## config.mk

```make
export PLATFORM = sky130hd
export DESIGN_NAME = fetch_stage_flat
export DESIGN_NICKNAME = d
export VERILOG_FILES = /design/src/rtl/fetch_stage_pkg.sv /design/src/rtl/apb_if.sv /design/src/rtl/fetch_stage.sv /design/src/flat_wrapper.sv
export SDC_FILE = /design/constraint.sdc
export NUM_CORES = 1
export LEC_CHECK = 0
export ABC_CLOCK_PERIOD_IN_PS = 5400
export CAP_MARGIN = 30
export CORE_ASPECT_RATIO = 0.9
export CORE_MARGIN = 8
export CORE_UTILIZATION = 35
export DETAILED_ROUTE_END_ITERATION = 10
export REMOVE_ABC_BUFFERS = 1
export SLEW_MARGIN = 10
export SYNTH_ARGS = -nofsm -noshare
export SYNTH_HDL_FRONTEND = slang
export SYNTH_SLANG_ARGS = --single-unit
```

## constraint.sdc

```tcl
create_clock -name clk -period 5.4 [get_ports clk]
set_input_delay 1.62 -clock clk [delete_from_list [all_inputs] [get_ports clk]]
set_output_delay 1.62 -clock clk [all_outputs]
set_load 0.1 [all_outputs]
```

## src/rtl/fetch_stage_pkg.sv

```systemverilog
// Shared types and constants for the instruction-fetch stage.
package fetch_stage_pkg;

    // Fetch sequencer states. SETUP/ACCESS are the two APB phases of a read.
    typedef enum logic [2:0] {
        IDLE    = 3'd0,
        SETUP   = 3'd1,
        ACCESS  = 3'd2,
        WAIT_CF = 3'd3,
        ERR     = 3'd4
    } fetch_state_e;

    // Class of the last fetched instruction, as far as fetch cares.
    // BRANCH resumes on the comparator result, JUMP on the ID redirect.
    typedef enum logic [1:0] {
        CF_NONE   = 2'd0,
        CF_BRANCH = 2'd1,
        CF_JUMP   = 2'd2
    } cf_kind_e;

    // RV32 major opcodes that change control flow.
    localparam logic [6:0] OPC_BRANCH = 7'b1100011;
    localparam logic [6:0] OPC_JAL    = 7'b1101111;
    localparam logic [6:0] OPC_JALR   = 7'b1100111;

endpackage

```

## src/rtl/apb_if.sv

```systemverilog
// Minimal APB read/write bus shared by the core's memory ports.
interface apb_if #(
    parameter int unsigned ADDR_W = 32,
    parameter int unsigned DATA_W = 32
);
    logic [ADDR_W-1:0] paddr;
    logic              psel;
    logic              penable;
    logic              pwrite;
    logic [DATA_W-1:0] prdata;
    logic              pready;
    logic              pslverr;

    modport master (
        output paddr, psel, penable, pwrite,
        input  prdata, pready, pslverr
    );

    modport slave (
        input  paddr, psel, penable, pwrite,
        output prdata, pready, pslverr
    );
endinterface

```

## src/rtl/fetch_stage.sv

```systemverilog
// Instruction-fetch stage: owns the PC, reads one instruction at a time from
// IMEM over APB and presents it to decode through a single-entry buffer.
// Sequential fetch pauses after any branch/jump until execute (branch
// outcome) or decode (jump target) tells us where to continue.
//
// Handshake to ID: valid_o/instr_o/pc_o form a valid/ready channel. A word
// transfers on a rising edge where valid_o && ready_i. While valid_o is high
// and ready_i is low, instr_o and pc_o do not change. valid_o never drops
// without a transfer.
module fetch_stage
    import fetch_stage_pkg::*;
#(
    parameter int unsigned       ADDR_W   = 32,
    parameter logic [ADDR_W-1:0] RESET_PC = '0
) (
    input  logic              clk,
    input  logic              rst_n,

    apb_if.master             imem_apb,

    input  logic              ready_i,
    output logic              valid_o,
    output logic [31:0]       instr_o,
    output logic [ADDR_W-1:0] pc_o,

    input  logic              redirect_valid_i,
    input  logic [ADDR_W-1:0] redirect_pc_i,
    input  logic              cmp_result_valid_i,
    input  logic              cmp_result_i,

    output logic              err_o
);

    // ------------------------------------------------------------------
    // State and datapath registers
    // ------------------------------------------------------------------
    fetch_state_e      state_q, state_d;
    logic [ADDR_W-1:0] pc_q, pc_d;
    logic [ADDR_W-1:0] paddr_q, paddr_d;
    logic [ADDR_W-1:0] pc_out_q, pc_out_d;
    logic [31:0]       instr_q, instr_d;
    logic              valid_q, valid_d;
    logic              err_q, err_d;
    cf_kind_e          cf_kind_q, cf_kind_d;

    // ------------------------------------------------------------------
    // Decision signals
    // ------------------------------------------------------------------
    logic              buf_free;          // buffer empty, or emptying this edge
    cf_kind_e          fetched_kind;      // predecode of the word on prdata
    logic              cf_resolved;       // awaited resume event is present
    logic [ADDR_W-1:0] cf_target;         // where fetch resumes once resolved
    logic              target_misaligned;

    // Strobes derived from the current state (output process)
    logic              issue;             // IDLE -> SETUP, latch paddr
    logic              capture;           // good read completes, fill buffer
    logic              bus_fault;         // read completes with pslverr
    logic              cf_redirect;       // resume fetch at cf_target
    logic              cf_fault;          // resume target not word aligned

    assign buf_free = !valid_q || ready_i;

    // Predecode of the returned word: only the 7-bit major opcode matters.
    always_comb begin
        fetched_kind = CF_NONE;
        if (imem_apb.prdata[6:0] == OPC_BRANCH) begin
            fetched_kind = CF_BRANCH;
        end else if ((imem_apb.prdata[6:0] == OPC_JAL) ||
                     (imem_apb.prdata[6:0] == OPC_JALR)) begin
            fetched_kind = CF_JUMP;
        end
    end

    // Resume event selection: the stored class decides which input counts,
    // so a simultaneous pulse on the other input is ignored. A not-taken
    // branch keeps pc, which already points past the branch.
    always_comb begin
        cf_resolved = 1'b0;
        cf_target   = pc_q;
        case (cf_kind_q)
            CF_BRANCH: begin
                if (cmp_result_valid_i) begin
                    cf_resolved = 1'b1;
                    if (cmp_result_i) begin
                        cf_target = redirect_pc_i;
                    end
                end
            end
            CF_JUMP: begin
                if (redirect_valid_i) begin
                    cf_resolved = 1'b1;
                    cf_target   = redirect_pc_i;
                end
            end
            default: begin
                cf_resolved = 1'b0;
            end
        endcase
    end

    assign target_misaligned = (cf_target[1:0] != 2'b00);

    // ------------------------------------------------------------------
    // FSM: state register (async reset drops psel/penable immediately,
    // abandoning any transfer in flight)
    // ------------------------------------------------------------------
    always_ff @(posedge clk or negedge rst_n) begin
        if (!rst_n) begin
            state_q <= IDLE;
        end else begin
            state_q <= state_d;
        end
    end

    // FSM: next-state logic
    always_comb begin
        state_d = state_q;
        unique case (state_q)
            IDLE: begin
                if (buf_free) begin
                    state_d = SETUP;
                end
            end
            SETUP: begin
                state_d = ACCESS;
            end
            ACCESS: begin
                if (imem_apb.pready) begin
                    if (imem_apb.pslverr) begin
                        state_d = ERR;
                    end else if (fetched_kind != CF_NONE) begin
                        state_d = WAIT_CF;
                    end else begin
                        state_d = IDLE;
                    end
                end
            end
            WAIT_CF: begin
                if (cf_resolved) begin
                    state_d = target_misaligned ? ERR : IDLE;
                end
            end
            ERR: begin
                state_d = ERR;
            end
            default: begin
                state_d = IDLE;
            end
        endcase
    end

    // FSM: outputs and per-state strobes
    always_comb begin
        imem_apb.psel    = 1'b0;
        imem_apb.penable = 1'b0;
        imem_apb.pwrite  = 1'b0;
        imem_apb.paddr   = paddr_q;
        issue            = 1'b0;
        capture          = 1'b0;
        bus_fault        = 1'b0;
        cf_redirect      = 1'b0;
        cf_fault         = 1'b0;
        unique case (state_q)
            IDLE: begin
                issue = buf_free;
            end
            SETUP: begin
                imem_apb.psel = 1'b1;
            end
            ACCESS: begin
                imem_apb.psel    = 1'b1;
                imem_apb.penable = 1'b1;
                capture          = imem_apb.pready && !imem_apb.pslverr;
                bus_fault        = imem_apb.pready &&  imem_apb.pslverr;
            end
            WAIT_CF: begin
                cf_redirect = cf_resolved && !target_misaligned;
                cf_fault    = cf_resolved &&  target_misaligned;
            end
            ERR: begin
                imem_apb.psel = 1'b0;
            end
            default: begin
                imem_apb.psel = 1'b0;
            end
        endcase
    end

    // ------------------------------------------------------------------
    // Datapath next values: PC, bus address, output buffer, fault flag
    // ------------------------------------------------------------------
    always_comb begin
        pc_d      = pc_q;
        paddr_d   = paddr_q;
        pc_out_d  = pc_out_q;
        instr_d   = instr_q;
        valid_d   = valid_q && !ready_i;
        err_d     = err_q || bus_fault || cf_fault;
        cf_kind_d = cf_kind_q;

        // paddr is latched on issue and held through ACCESS completion
        if (issue) begin
            paddr_d = pc_q;
        end

        // A capture always lands in a free buffer: IDLE only issued when
        // the buffer was empty or draining, and only one read is in flight.
        if (capture) begin
            valid_d   = 1'b1;
            instr_d   = imem_apb.prdata;
            pc_out_d  = pc_q;
            pc_d      = pc_q + ADDR_W'(4);
            cf_kind_d = fetched_kind;
        end else if (cf_redirect) begin
            pc_d      = cf_target;
            cf_kind_d = CF_NONE;
        end else if (cf_fault) begin
            cf_kind_d = CF_NONE;
        end
    end

    // Datapath registers
    always_ff @(posedge clk or negedge rst_n) begin
        if (!rst_n) begin
            pc_q      <= RESET_PC;
            paddr_q   <= RESET_PC;
            pc_out_q  <= '0;
            instr_q   <= '0;
            valid_q   <= 1'b0;
            err_q     <= 1'b0;
            cf_kind_q <= CF_NONE;
        end else begin
            pc_q      <= pc_d;
            paddr_q   <= paddr_d;
            pc_out_q  <= pc_out_d;
            instr_q   <= instr_d;
            valid_q   <= valid_d;
            err_q     <= err_d;
            cf_kind_q <= cf_kind_d;
        end
    end

    assign valid_o = valid_q;
    assign instr_o = instr_q;
    assign pc_o    = pc_out_q;
    assign err_o   = err_q;

endmodule

```

## src/flat_wrapper.sv

```systemverilog
// flat-port wrapper written by rule: the top's interface ports become plain ports
module fetch_stage_flat import fetch_stage_pkg::*;
#(
    parameter int unsigned       ADDR_W   = 32,
    parameter logic [ADDR_W-1:0] RESET_PC = '0
)
  (clk, rst_n, ready_i, valid_o, instr_o, pc_o, redirect_valid_i, redirect_pc_i, cmp_result_valid_i, cmp_result_i, err_o, imem_apb_paddr, imem_apb_psel, imem_apb_penable, imem_apb_pwrite, imem_apb_prdata, imem_apb_pready, imem_apb_pslverr);
  apb_if #(.ADDR_W(ADDR_W), .DATA_W(32)) imem_apb_i ();
  input  logic clk;
  input  logic rst_n;
  input  logic ready_i;
  output logic valid_o;
  output logic [31:0] instr_o;
  output logic [ADDR_W-1:0] pc_o;
  input  logic redirect_valid_i;
  input  logic [ADDR_W-1:0] redirect_pc_i;
  input  logic cmp_result_valid_i;
  input  logic cmp_result_i;
  output logic err_o;
  output wire logic [$bits(imem_apb_i.paddr)-1:0] imem_apb_paddr;
  output wire logic [$bits(imem_apb_i.psel)-1:0] imem_apb_psel;
  output wire logic [$bits(imem_apb_i.penable)-1:0] imem_apb_penable;
  output wire logic [$bits(imem_apb_i.pwrite)-1:0] imem_apb_pwrite;
  input wire logic [$bits(imem_apb_i.prdata)-1:0] imem_apb_prdata;
  input wire logic [$bits(imem_apb_i.pready)-1:0] imem_apb_pready;
  input wire logic [$bits(imem_apb_i.pslverr)-1:0] imem_apb_pslverr;
  assign imem_apb_paddr = imem_apb_i.paddr;
  assign imem_apb_psel = imem_apb_i.psel;
  assign imem_apb_penable = imem_apb_i.penable;
  assign imem_apb_pwrite = imem_apb_i.pwrite;
  assign imem_apb_i.prdata = imem_apb_prdata;
  assign imem_apb_i.pready = imem_apb_pready;
  assign imem_apb_i.pslverr = imem_apb_pslverr;
  fetch_stage #(.ADDR_W(ADDR_W), .RESET_PC(RESET_PC)) u_core (.clk(clk), .rst_n(rst_n), .imem_apb(imem_apb_i), .ready_i(ready_i), .valid_o(valid_o), .instr_o(instr_o), .pc_o(pc_o), .redirect_valid_i(redirect_valid_i), .redirect_pc_i(redirect_pc_i), .cmp_result_valid_i(cmp_result_valid_i), .cmp_result_i(cmp_result_i), .err_o(err_o));
endmodule
```

==> results.sh <==
export IMPL_syn_area_um2=6030
export IMPL_timing_slew_headroom_pct=32.0
export IMPL_area_growth_pct=41.6
export IMPL_holdBufCountCts=0
export IMPL_rows=45
export IMPL_fin_crit_ns=4.14
export IMPL_place_hpwl_um=12800
export IMPL_crit_required_ns=3.78
export IMPL_yosysSeqAreaShare_pct=56.0
export IMPL_fmax_ghz=0.242
export IMPL_clock_path_buffers=2
export IMPL_die_x_um=154
export IMPL_path_max_fanout=8
export IMPL_rsz0062_at_grt="no"
export IMPL_synthFlopType="dfrtp_1"
export IMPL_cts_max_level=4
export IMPL_irDropWorstVdd_v=0.000364
export IMPL_slowest_delay_ns=1.21
export IMPL_vias_per_cell=5.04
export IMPL_crit_chain="nor3b_4, clkdlybuf4s50_1"
export IMPL_design_portCount=173
export IMPL_coreArea_um2=16900
export IMPL_cp_top_family="buffers and inverters"
export IMPL_clock_skew_ns=0.00860
export IMPL_hold_path_class="reg2reg"
export IMPL_internal_power_mw=2.57
export IMPL_nets=869
export IMPL_route_detailed_wl_per_inst_um=17.7
export IMPL_cap_viol_max_count=0
export IMPL_vias=5128
export IMPL_multi_input_area_um2=2460
export IMPL_avgSynthCellArea_um2=9.57
export IMPL_cts_root_buffer="clkbuf_16"
export IMPL_clk_pin_slew_ns=0.06
export IMPL_critPathKind="reg2out"
export IMPL_swShare_pct=50.2
export IMPL_postRouteAntennaNets=0
export IMPL_grt_ovfl_total=0
export IMPL_cts_tree="done"
export IMPL_outcome="finished, final reports clean"
export IMPL_route_detailed_drc=0
export IMPL_post_cts_resized=0
export IMPL_syn_inst=630
export IMPL_pwr_share_comb_pct=50.5
export IMPL_path_depth=2
export IMPL_path_buf_inv=1
export IMPL_seqPwrFrac_pct=27.8
export IMPL_first_global_vias=5228
export IMPL_grt_max_degree=109
export IMPL_p_sw_mw=2.59
export IMPL_hold_viol_final=0
export IMPL_power_leakage_nw=3.89
export IMPL_synthTopCellsByArea="dfrtp_1, nand2_1, mux2_2, o21ai_0, a21oi_1"
export IMPL_die_y_um=141
export IMPL_reg2reg_depth=7
export IMPL_cts_buffers=17
export IMPL_synthArstFlopShare_pct=100
export IMPL_die_area_um2=21700
export IMPL_min_path_cells=2
export IMPL_final_setup_tns_ns=0
export IMPL_regArea_um2=3380
export IMPL_drtIter0Drc=342
export IMPL_synth_warnings=0
export IMPL_grt_util_all_layers_pct=16.8
export IMPL_max_slew_worst_pin_slew_ns=1.02
export IMPL_diodes=0
export IMPL_cp_slowest_cell="clkdlybuf4s50_1"
export IMPL_yosysTopAreaCellShare_pct=56.0
export IMPL_startpoint_type="flop"
export IMPL_dr_pass1_iters=6
export IMPL_crit_arrival_ns=2.52
export IMPL_initial_core_util_pct=35.7
export IMPL_postCtsSetupRepairBufs=0
export IMPL_final_layout_size_suffix_gt1_share_pct=10.3
export IMPL_critPathCaptureType="output pin"
export IMPL_power_density_nw_per_um2=604
export IMPL_fillers=1537
export IMPL_holdWs_ns=0.471
export IMPL_antenna_found_initial=0
export IMPL_setup_viol=0
export IMPL_synth_edff_count=0
export IMPL_clk_latency_ns=0.42
export IMPL_yosysTopAreaCell="dfrtp_1"
export IMPL_grt_pass1_wl_um=28800
export IMPL_wirelength_um=18000
export IMPL_yosys_cell_types_count=61
export IMPL_ys_seq_elements=135
export IMPL_portBuffers=171
export IMPL_period_share_pct=76.6
export IMPL_p_clk_share_pct=21.7
export IMPL_maxSlewViolCount=0
export IMPL_cts_num_sinks=135
export IMPL_gp_congestion=0.851
-- flip-flops by register name, indices dropped and copies added (netlist names) --
name	count
u_core.imem_apb.paddr	32
u_core.instr_o	32
u_core.pc_o	32
u_core.pc_q	32
u_core.state_q	3
u_core.cf_kind_q	2
u_core.err_o	1
u_core.valid_o	1
-- cell usage after synthesis, types with 7 or more instances --
master / count
nand2_1: 226
dfrtp_1: 135
mux2_2: 27
o21ai_0: 22
clkbuf_1: 21
nor2_1: 20
a21oi_1: 19
nand3_1: 16
nor3_1: 14
inv_1: 10
and3_1: 7
buf_2: 7
nor2b_1: 7
-- cell type report --
type                       instances  area share [%]
sequential                       135            39.6
clock buffer                      24            5.99
timing repair buffer             181            21.3
clock inverter                     7           0.791
inverter                          10           0.440
tap                              211            3.09
multi-input combinational        449            28.9
-- cell families (layout without fill, tap and decap cells) --
family	count (synthesis)	in the layout	share of synthesized area, %
xor gates and xnor gates	6	6	0.871
other	1	1	0.0622
buffers and inverters	46	222	3.34
adders and majority gates	3	3	0.622
muxes	30	30	5.54
DFF	135	135	56.0
and+or+nand+nor	318	318	23.0
AOI/OAI and AO/OA	91	91	10.6
-- tightest hold or removal path: stages (launching register included) --
cell     delay, ns
dfrtp_1       0.34
nand2_1       0.05
nand2_1       0.05
-- placed cells by master, fill, tap and decap left out, drive strengths merged, types with 3 or more instances in the layout --
cell type	n
nand4	6
o21ai	22
a31oi	6
dfrtp	135
nor3	17
nor4	3
o31ai	3
mux2	27
clkinv	3
a32o	3
a221o	3
mux2i	3
clkbuf	24
nand3	17
and3	7
buf	11
ha	3
a21oi	19
xnor2	6
a32oi	5
a221oi	6
nand2	227
nor2b	7
o311ai	3
clkinvlp	3
inv	10
clkdlybuf4s50	170
nor2	20
or3	3
-- path summary, 6_finish.rpt --
check	from	endpoint	slack, ns
min in group asynchronous	rst_n	u_core.instr_o[6]	1.05
max in group asynchronous	rst_n	u_core.pc_o[20]	3.28
setup reg to reg	u_core.cf_kind_q[0]	u_core.pc_q[29]	2.69
hold / removal	u_core.pc_o[5]	u_core.pc_o[5]	0.47
setup / recovery	u_core.state_q[1]	imem_apb_penable	1.26
hold reg to reg	u_core.pc_o[5]	u_core.pc_o[5]	0.47
-- stage by stage --
stage | setup slack, ns | utilization, % | total power [mW] | instance area (µm²) | cells
after CTS | 1.22 | 50.3 | 5.20 | 8500 | 1015
after floorplan | 1.56 | - | 3.36 | 5870 | 594
after detailed placement | 1.27 | 46.9 | 4.06 | 7920 | 984
final | 1.26 | 50.6 | 5.16 | 8540 | 1017
after global routing | 1.16 | 50.6 | 5.37 | 8540 | 1017
after global placement | 1.17 | 46.8 | 4.02 | 7910 | 983
-- routing by layer --
layer	global-route usage [%]	share of wire (%)	up-vias
li1	-	-	2482
met4	5.87	0.80	0
met3	4.61	6.5	12
met1	21.3	45	2474
met5	0	0	-
met2	27.1	47	160
-- power groups by stage --
stage / logic [mW] / registers (mW) / clock network [mW]
6_report: 2.61 / 1.43 / 1.12
5_1_grt: 2.71 / 1.47 / 1.19
4_1_cts: 2.61 / 1.43 / 1.15
3_3_place_gp: 2.58 / 1.44 / 0
2_1_floorplan: 0.536 / 2.82 / 0
3_5_place_dp: 2.61 / 1.45 / 0
Power figures use the tool's default switching activity.
